==> src/rtl/apb_rr_master_pkg.sv <==
// Shared FSM state type and default bus widths for the APB round-robin master.
package apb_pkg;

    typedef enum logic [1:0] {
        IDLE,
        SETUP,
        ACCESS
    } state_t;

    localparam int ADDR_W = 32;
    localparam int DATA_W = 32;

endpackage

==> src/rtl/apb_rr_master_if.sv <==
// APB4 bus bundle between the round-robin master and its completer.
interface apb_rr_master_if
    import apb_pkg::*;
#(
    parameter int ADDR_WIDTH = ADDR_W,
    parameter int DATA_WIDTH = DATA_W
);

    logic                    PSEL;
    logic                    PENABLE;
    logic                    PWRITE;
    logic [ADDR_WIDTH-1:0]   PADDR;
    logic [DATA_WIDTH-1:0]   PWDATA;
    logic [DATA_WIDTH/8-1:0] PSTRB;
    logic [DATA_WIDTH-1:0]   PRDATA;
    logic                    PREADY;
    logic                    PSLVERR;

    modport master (
        output PSEL, PENABLE, PWRITE, PADDR, PWDATA, PSTRB,
        input  PRDATA, PREADY, PSLVERR
    );

    modport slave (
        input  PSEL, PENABLE, PWRITE, PADDR, PWDATA, PSTRB,
        output PRDATA, PREADY, PSLVERR
    );

endinterface

==> src/rtl/apb_rr_master_arb.sv <==
// Round-robin picker: first asserted request at or after last_grant+1, wrapping.
module apb_rr_arb #(
    parameter int NUM_REQ = 4,
    parameter int IDXW    = $clog2(NUM_REQ)
) (
    input  logic [NUM_REQ-1:0] req,
    input  logic [IDXW-1:0]    last_grant,
    output logic [NUM_REQ-1:0] gnt,
    output logic [IDXW-1:0]    index,
    output logic               any
);

    logic [IDXW-1:0] cand;

    always_comb begin
        gnt   = '0;
        index = '0;
        any   = 1'b0;
        cand  = '0;
        for (int unsigned i = 1; i <= NUM_REQ; i++) begin
            cand = IDXW'((32'(last_grant) + i) % NUM_REQ);
            if (!any && req[cand]) begin
                any       = 1'b1;
                gnt[cand] = 1'b1;
                index     = cand;
            end
        end
    end

endmodule

==> src/rtl/apb_rr_master.sv <==
// APB4 master that serves NUM_REQ requesters round-robin, with a per-transfer
// wait-state timeout that forces an error completion.
module apb_rr_master
    import apb_pkg::*;
#(
    parameter int ADDR_WIDTH = ADDR_W,
    parameter int DATA_WIDTH = DATA_W,
    parameter int NUM_REQ    = 4,
    parameter int TIMEOUT    = 16
) (
    input  logic                            PCLK,
    input  logic                            PRESETn,
    input  logic [NUM_REQ-1:0]              req_valid,
    input  logic [NUM_REQ-1:0]              req_write,
    input  logic [NUM_REQ*ADDR_WIDTH-1:0]   req_addr,
    input  logic [NUM_REQ*DATA_WIDTH-1:0]   req_wdata,
    input  logic [NUM_REQ*DATA_WIDTH/8-1:0] req_strb,
    output logic [NUM_REQ-1:0]              req_ack,
    output logic [NUM_REQ-1:0]              rsp_done,
    output logic [DATA_WIDTH-1:0]           rsp_rdata,
    output logic                            rsp_err,
    apb_rr_master_if.master                 apb
);

    localparam int IDXW  = $clog2(NUM_REQ);
    localparam int STRBW = DATA_WIDTH / 8;

    state_t                  state, state_nx;
    logic [IDXW-1:0]         last_grant, owner, win_idx;
    logic [NUM_REQ-1:0]      win_gnt;
    logic                    win_any, arb_en, capture, complete, timeout;
    logic [7:0]              wait_cnt;
    logic                    pwrite_q;
    logic [ADDR_WIDTH-1:0]   paddr_q;
    logic [DATA_WIDTH-1:0]   pwdata_q;
    logic [STRBW-1:0]        pstrb_q;

    apb_rr_arb #(
        .NUM_REQ (NUM_REQ),
        .IDXW    (IDXW)
    ) u_arb (
        .req        (req_valid),
        .last_grant (last_grant),
        .gnt        (win_gnt),
        .index      (win_idx),
        .any        (win_any)
    );

    always_comb begin
        state_nx = state;
        arb_en   = 1'b0;
        complete = 1'b0;
        timeout  = 1'b0;
        case (state)
            IDLE: begin
                arb_en = 1'b1;
                if (win_any) state_nx = SETUP;
            end
            SETUP: state_nx = ACCESS;
            ACCESS: begin
                if (apb.PREADY) begin
                    complete = 1'b1;
                    arb_en   = 1'b1;
                    state_nx = win_any ? SETUP : IDLE;
                end else if (wait_cnt == 8'(TIMEOUT - 1)) begin
                    timeout  = 1'b1;
                    state_nx = IDLE;
                end
            end
            default: state_nx = IDLE;
        endcase
        // no grant (and so no ack) can be issued while reset is held
        capture = arb_en && win_any && PRESETn;
        req_ack = capture ? win_gnt : '0;
    end

    always_ff @(posedge PCLK or negedge PRESETn) begin
        if (!PRESETn) state <= IDLE;
        else          state <= state_nx;
    end

    always_ff @(posedge PCLK or negedge PRESETn) begin
        if (!PRESETn) begin
            last_grant <= IDXW'(NUM_REQ - 1);
            owner      <= '0;
            wait_cnt   <= '0;
            pwrite_q   <= 1'b0;
            paddr_q    <= '0;
            pwdata_q   <= '0;
            pstrb_q    <= '0;
            rsp_done   <= '0;
            rsp_rdata  <= '0;
            rsp_err    <= 1'b0;
        end else begin
            rsp_done  <= '0;
            rsp_rdata <= '0;
            rsp_err   <= 1'b0;
            if (complete || timeout) begin
                rsp_done[owner] <= 1'b1;
                rsp_err         <= timeout || apb.PSLVERR;
                if (complete && !pwrite_q) rsp_rdata <= apb.PRDATA;
            end

            if (capture) begin
                last_grant <= win_idx;
                owner      <= win_idx;
                pwrite_q   <= req_write[win_idx];
                paddr_q    <= req_addr[win_idx*ADDR_WIDTH +: ADDR_WIDTH];
                pwdata_q   <= req_wdata[win_idx*DATA_WIDTH +: DATA_WIDTH];
                pstrb_q    <= req_write[win_idx] ? req_strb[win_idx*STRBW +: STRBW] : '0;
            end

            if (capture)                               wait_cnt <= '0;
            else if (state == ACCESS && !apb.PREADY)   wait_cnt <= wait_cnt + 8'd1;
        end
    end

    assign apb.PSEL    = (state != IDLE);
    assign apb.PENABLE = (state == ACCESS);
    assign apb.PWRITE  = pwrite_q;
    assign apb.PADDR   = paddr_q;
    assign apb.PWDATA  = pwdata_q;
    assign apb.PSTRB   = pstrb_q;

endmodule

==> src/flat_wrapper.sv <==
// flat-port wrapper written by rule: the top's interface ports become plain ports
module apb_rr_master_flat import apb_pkg::*;
#(
    parameter int ADDR_WIDTH = ADDR_W,
    parameter int DATA_WIDTH = DATA_W,
    parameter int NUM_REQ    = 4,
    parameter int TIMEOUT    = 16
)
  (PCLK, PRESETn, req_valid, req_write, req_addr, req_wdata, req_strb, req_ack, rsp_done, rsp_rdata, rsp_err, apb_PSEL, apb_PENABLE, apb_PWRITE, apb_PADDR, apb_PWDATA, apb_PSTRB, apb_PRDATA, apb_PREADY, apb_PSLVERR);
  apb_rr_master_if #(.ADDR_WIDTH(ADDR_WIDTH), .DATA_WIDTH(DATA_WIDTH)) apb_i ();
  input  logic PCLK;
  input  logic PRESETn;
  input  logic [NUM_REQ-1:0] req_valid;
  input  logic [NUM_REQ-1:0] req_write;
  input  logic [NUM_REQ*ADDR_WIDTH-1:0] req_addr;
  input  logic [NUM_REQ*DATA_WIDTH-1:0] req_wdata;
  input  logic [NUM_REQ*DATA_WIDTH/8-1:0] req_strb;
  output logic [NUM_REQ-1:0] req_ack;
  output logic [NUM_REQ-1:0] rsp_done;
  output logic [DATA_WIDTH-1:0] rsp_rdata;
  output logic rsp_err;
  output wire logic [$bits(apb_i.PSEL)-1:0] apb_PSEL;
  output wire logic [$bits(apb_i.PENABLE)-1:0] apb_PENABLE;
  output wire logic [$bits(apb_i.PWRITE)-1:0] apb_PWRITE;
  output wire logic [$bits(apb_i.PADDR)-1:0] apb_PADDR;
  output wire logic [$bits(apb_i.PWDATA)-1:0] apb_PWDATA;
  output wire logic [$bits(apb_i.PSTRB)-1:0] apb_PSTRB;
  input wire logic [$bits(apb_i.PRDATA)-1:0] apb_PRDATA;
  input wire logic [$bits(apb_i.PREADY)-1:0] apb_PREADY;
  input wire logic [$bits(apb_i.PSLVERR)-1:0] apb_PSLVERR;
  assign apb_PSEL = apb_i.PSEL;
  assign apb_PENABLE = apb_i.PENABLE;
  assign apb_PWRITE = apb_i.PWRITE;
  assign apb_PADDR = apb_i.PADDR;
  assign apb_PWDATA = apb_i.PWDATA;
  assign apb_PSTRB = apb_i.PSTRB;
  assign apb_i.PRDATA = apb_PRDATA;
  assign apb_i.PREADY = apb_PREADY;
  assign apb_i.PSLVERR = apb_PSLVERR;
  apb_rr_master #(.ADDR_WIDTH(ADDR_WIDTH), .DATA_WIDTH(DATA_WIDTH), .NUM_REQ(NUM_REQ), .TIMEOUT(TIMEOUT)) u_core (.PCLK(PCLK), .PRESETn(PRESETn), .req_valid(req_valid), .req_write(req_write), .req_addr(req_addr), .req_wdata(req_wdata), .req_strb(req_strb), .req_ack(req_ack), .rsp_done(rsp_done), .rsp_rdata(rsp_rdata), .rsp_err(rsp_err), .apb(apb_i));
endmodule
==> config.mk <==
export PLATFORM = sky130hd
export DESIGN_NAME = apb_rr_master_flat
export DESIGN_NICKNAME = d
export VERILOG_FILES = /design/src/rtl/apb_rr_master_pkg.sv /design/src/rtl/apb_rr_master_if.sv /design/src/rtl/apb_rr_master_arb.sv /design/src/rtl/apb_rr_master.sv /design/src/flat_wrapper.sv
export SDC_FILE = /design/constraint.sdc
export NUM_CORES = 1
export LEC_CHECK = 0
export BUFFER_PORTS_ARGS = -buffer_cell sky130_fd_sc_hd__buf_4
export CORE_AREA = 2 2 167 169
export CTS_BUF_LIST = sky130_fd_sc_hd__clkbuf_16
export DETAILED_ROUTE_END_ITERATION = 16
export DIE_AREA = 0 0 169 171
export GPL_TIMING_DRIVEN = 0
export REMOVE_ABC_BUFFERS = 1
export SLEW_MARGIN = 40
export SYNTH_ARGS = -nofsm -noshare
export SYNTH_HDL_FRONTEND = slang
export SYNTH_SLANG_ARGS = --single-unit
==> constraint.sdc <==
create_clock -name PCLK -period 9.7 [get_ports PCLK]
set_input_delay 2.425 -clock PCLK [delete_from_list [all_inputs] [get_ports PCLK]]
set_output_delay 2.425 -clock PCLK [all_outputs]
set_load 0.05 [all_outputs]
==> impl_metrics.tcl <==
set metrics [dict create \
    syn_to_final_growth_pct 58.4 \
    drt_wl_total_um 24500 \
    maxSlewViolCount 0 \
    die_h_um 171 \
    root_buffer "clkbuf_16" \
    cp-end-kind "output pin" \
    ys_ff_latch 120 \
    maxCapViolations 0 \
    yosysMostFrequentCell "mux2i_1" \
    synthTopCellsByArea "dfrtp_1, mux2i_1, o221ai_2" \
    first_pass_iters 5 \
    diodes 0 \
    die-area_um2 28900 \
    place_ws_ns 2.46 \
    startpoint "req_valid[2]" \
    grt_pass1_wl_um 36000 \
    drive_above_1_share 0.525 \
    synth-edff-count 0 \
    antenna_found_initial 0 \
    synth_ff_type "dfrtp_1" \
    rsz0062_at_grt "no" \
    path_class "input pin to output pin" \
    synth.top_cell.area_share 0.419 \
    vias_per_cell 4.68 \
    drt_iter0_drc 254 \
    gp_congestion 0.766 \
    peakVddDrop_uv 220 \
    critPathLaunchType "input pin" \
    cp.arrival_ns 4.77 \
    cts_sinks 120 \
    first_global_vias 6438 \
    ant_nets 0 \
    p_leak_nw 5.74 \
    grt_max_degree 67 \
    reg2reg_depth 14 \
    regToRegStartpoint "u_core.last_grant[0]" \
    setup_slack_ns 2.50 \
    cts_max_path_buffers 2 \
    synthTopCellsByCount "mux2i_1, dfrtp_1, nand2_1" \
    routedWlPerCell_um 17.7 \
    async_reset_ff_frac 1.00 \
    fin_crit_ns 7.20 \
    worst_pin_slew_ns 0.641 \
    fin_crit_sh 0.742 \
    setup_viol 0 \
    start_util 0.258 \
    cts_tree "built" \
    p_per_area_nw_per_um2 376 \
    grt-ovfl-total 0 \
    yosys_warnings 0 \
    dp_hpwl_um 18900 \
    synth.largest_area_cell "dfrtp_1" \
    clock_latency_ns 0.41 \
    io_pins 428 \
    cts-resized-gates 0 \
    crit_fanout 46 \
    synthCells 611 \
    synth_area_per_cell_um2 11.5 \
    grt_use_total 0.161 \
    yosysSeqAreaShare 0.427 \
    drc 0 \
    placeableCoreArea_um2 27300 \
    numPortBuffers 427 \
    slew_headroom 0.573 \
    finalPower_mw 4.20 \
    max_freq_mhz 139 \
    fin_skew_ns 0.0124 \
    cts_made_buffers 17 \
    critical_path_required_ns 7.28 \
    hold_buffers 0 \
    num_rows 61 \
    die_x_um 169 \
    hold_viol_final 0 \
    netlist_area_um2 7040 \
    min_path_type "flip-flop to flip-flop" \
    vias 6475 \
    synth_cell_type_count 57 \
    endpoint "req_ack[3]" \
    r2r_end "u_core.apb.PADDR[14]" \
    status "finished, final reports clean" \
    finalNetCount 1349 \
    htreeDepth 4 \
    post-cts-setup-buffer-count 0 \
    clk_pin_slew_ns 0.06 \
    rrSetupSlack_ns 4.76 \
]
==> worst min path at each step <==
stage	start	end	slack (ns)	cells past startpoint
floorplan	u_core.state[0]	u_core.state[0]	0.45	1
global placement	u_core.apb.PADDR[18]	u_core.apb.PADDR[18]	0.47	2
detailed placement	u_core.apb.PWDATA[20]	u_core.apb.PWDATA[20]	0.47	2
CTS	u_core.apb.PWDATA[20]	u_core.apb.PWDATA[20]	0.49	2
global route	u_core.apb.PWDATA[13]	u_core.apb.PWDATA[13]	0.50	2
finish	u_core.apb.PWDATA[20]	u_core.apb.PWDATA[20]	0.49	2
==> flip-flops by register name, indices dropped and copies added, names as in the netlist <==
register / count
u_core.apb.PWRITE: 1
u_core.wait_cnt: 8
u_core.apb.PADDR: 32
u_core.rsp_err: 1
u_core.apb.PWDATA: 32
u_core.rsp_rdata: 32
u_core.owner: 2
u_core.rsp_done: 4
u_core.state: 2
u_core.apb.PSTRB: 4
u_core.last_grant: 2
==> metal layers <==
layer | part of all wire | vias to the layer above | track usage
met4 | 0.012 | 0 | 0.0424
met1 | 0.39 | 3082 | 0.189
li1 | - | 3096 | -
met2 | 0.52 | 278 | 0.291
met5 | 0 | - | 0
met3 | 0.077 | 19 | 0.0437
==> logic make-up (layout without fill, tap and decap cells) <==
kind of cell,Yosys count,count (layout),synth area share
adders and majority gates,9,9,0.0160
AOI/OAI and AO/OA,106,106,0.163
muxes,144,144,0.213
buffers and inverters,59,485,0.0618
and+or+nand+nor,166,166,0.111
xor gates and xnor gates,7,7,0.00871
DFF,120,120,0.427
==> cell usage in the layout, fill, tap and decap left out, types with 4 or more instances in the layout <==
cell	count
buf_8	5
inv_1	7
mux2_2	7
clkbuf_16	17
and2_1	34
mux2i_1	132
buf_4	426
a221o_1	5
buf_12	4
o21ai_0	5
nor2_1	33
dfrtp_1	118
mux4_2	4
o221ai_1	23
a221oi_1	4
xor2_1	4
a22oi_1	4
inv_6	4
nand2_1	75
a21oi_1	6
buf_6	8
ha_1	9
o221ai_2	41
==> power breakdown <==
part | total (mW) | internal (mW) | switching, mW
clock | 0.605 | 0.333 | 0.272
combinational | 2.80 | 1.15 | 1.65
sequential | 0.794 | 0.680 | 0.114
total | 4.20 | 2.16 | 2.04
==> worst max-delay path: stages <==
cell      delay [ns]
buf_4           0.14
mux4_2          0.62
nor3_2          0.47
a221oi_2        0.16
nand2_4         0.38
buf_12          0.28
nor2_1          0.08
buf_4           0.19
==> through the flow <==
step	setup TNS, ns	instance area (µm²)	cells	util	hold slack (ns)
3_3_place_gp	-595.30	10300	1331	0.376	0.470
5_1_grt	0	11200	1383	0.408	0.504
6_report	0	11200	1383	0.408	0.487
2_1_floorplan	-302.30	6630	558	-	0.454
3_5_place_dp	0	10600	1351	0.388	0.471
4_1_cts	0	11200	1383	0.408	0.490
==> layout make-up <==
cell class              count  area (µm²)
fillers                  2679       16200
clock inverters            15         120
well taps                 346         433
multi-input cells         432        3640
inverters                   6        22.5
repair buffers            447        3510
clock buffers              17         425
flip-flops and latches    120        3010
No activity file was read; power rests on OpenSTA's default activity.
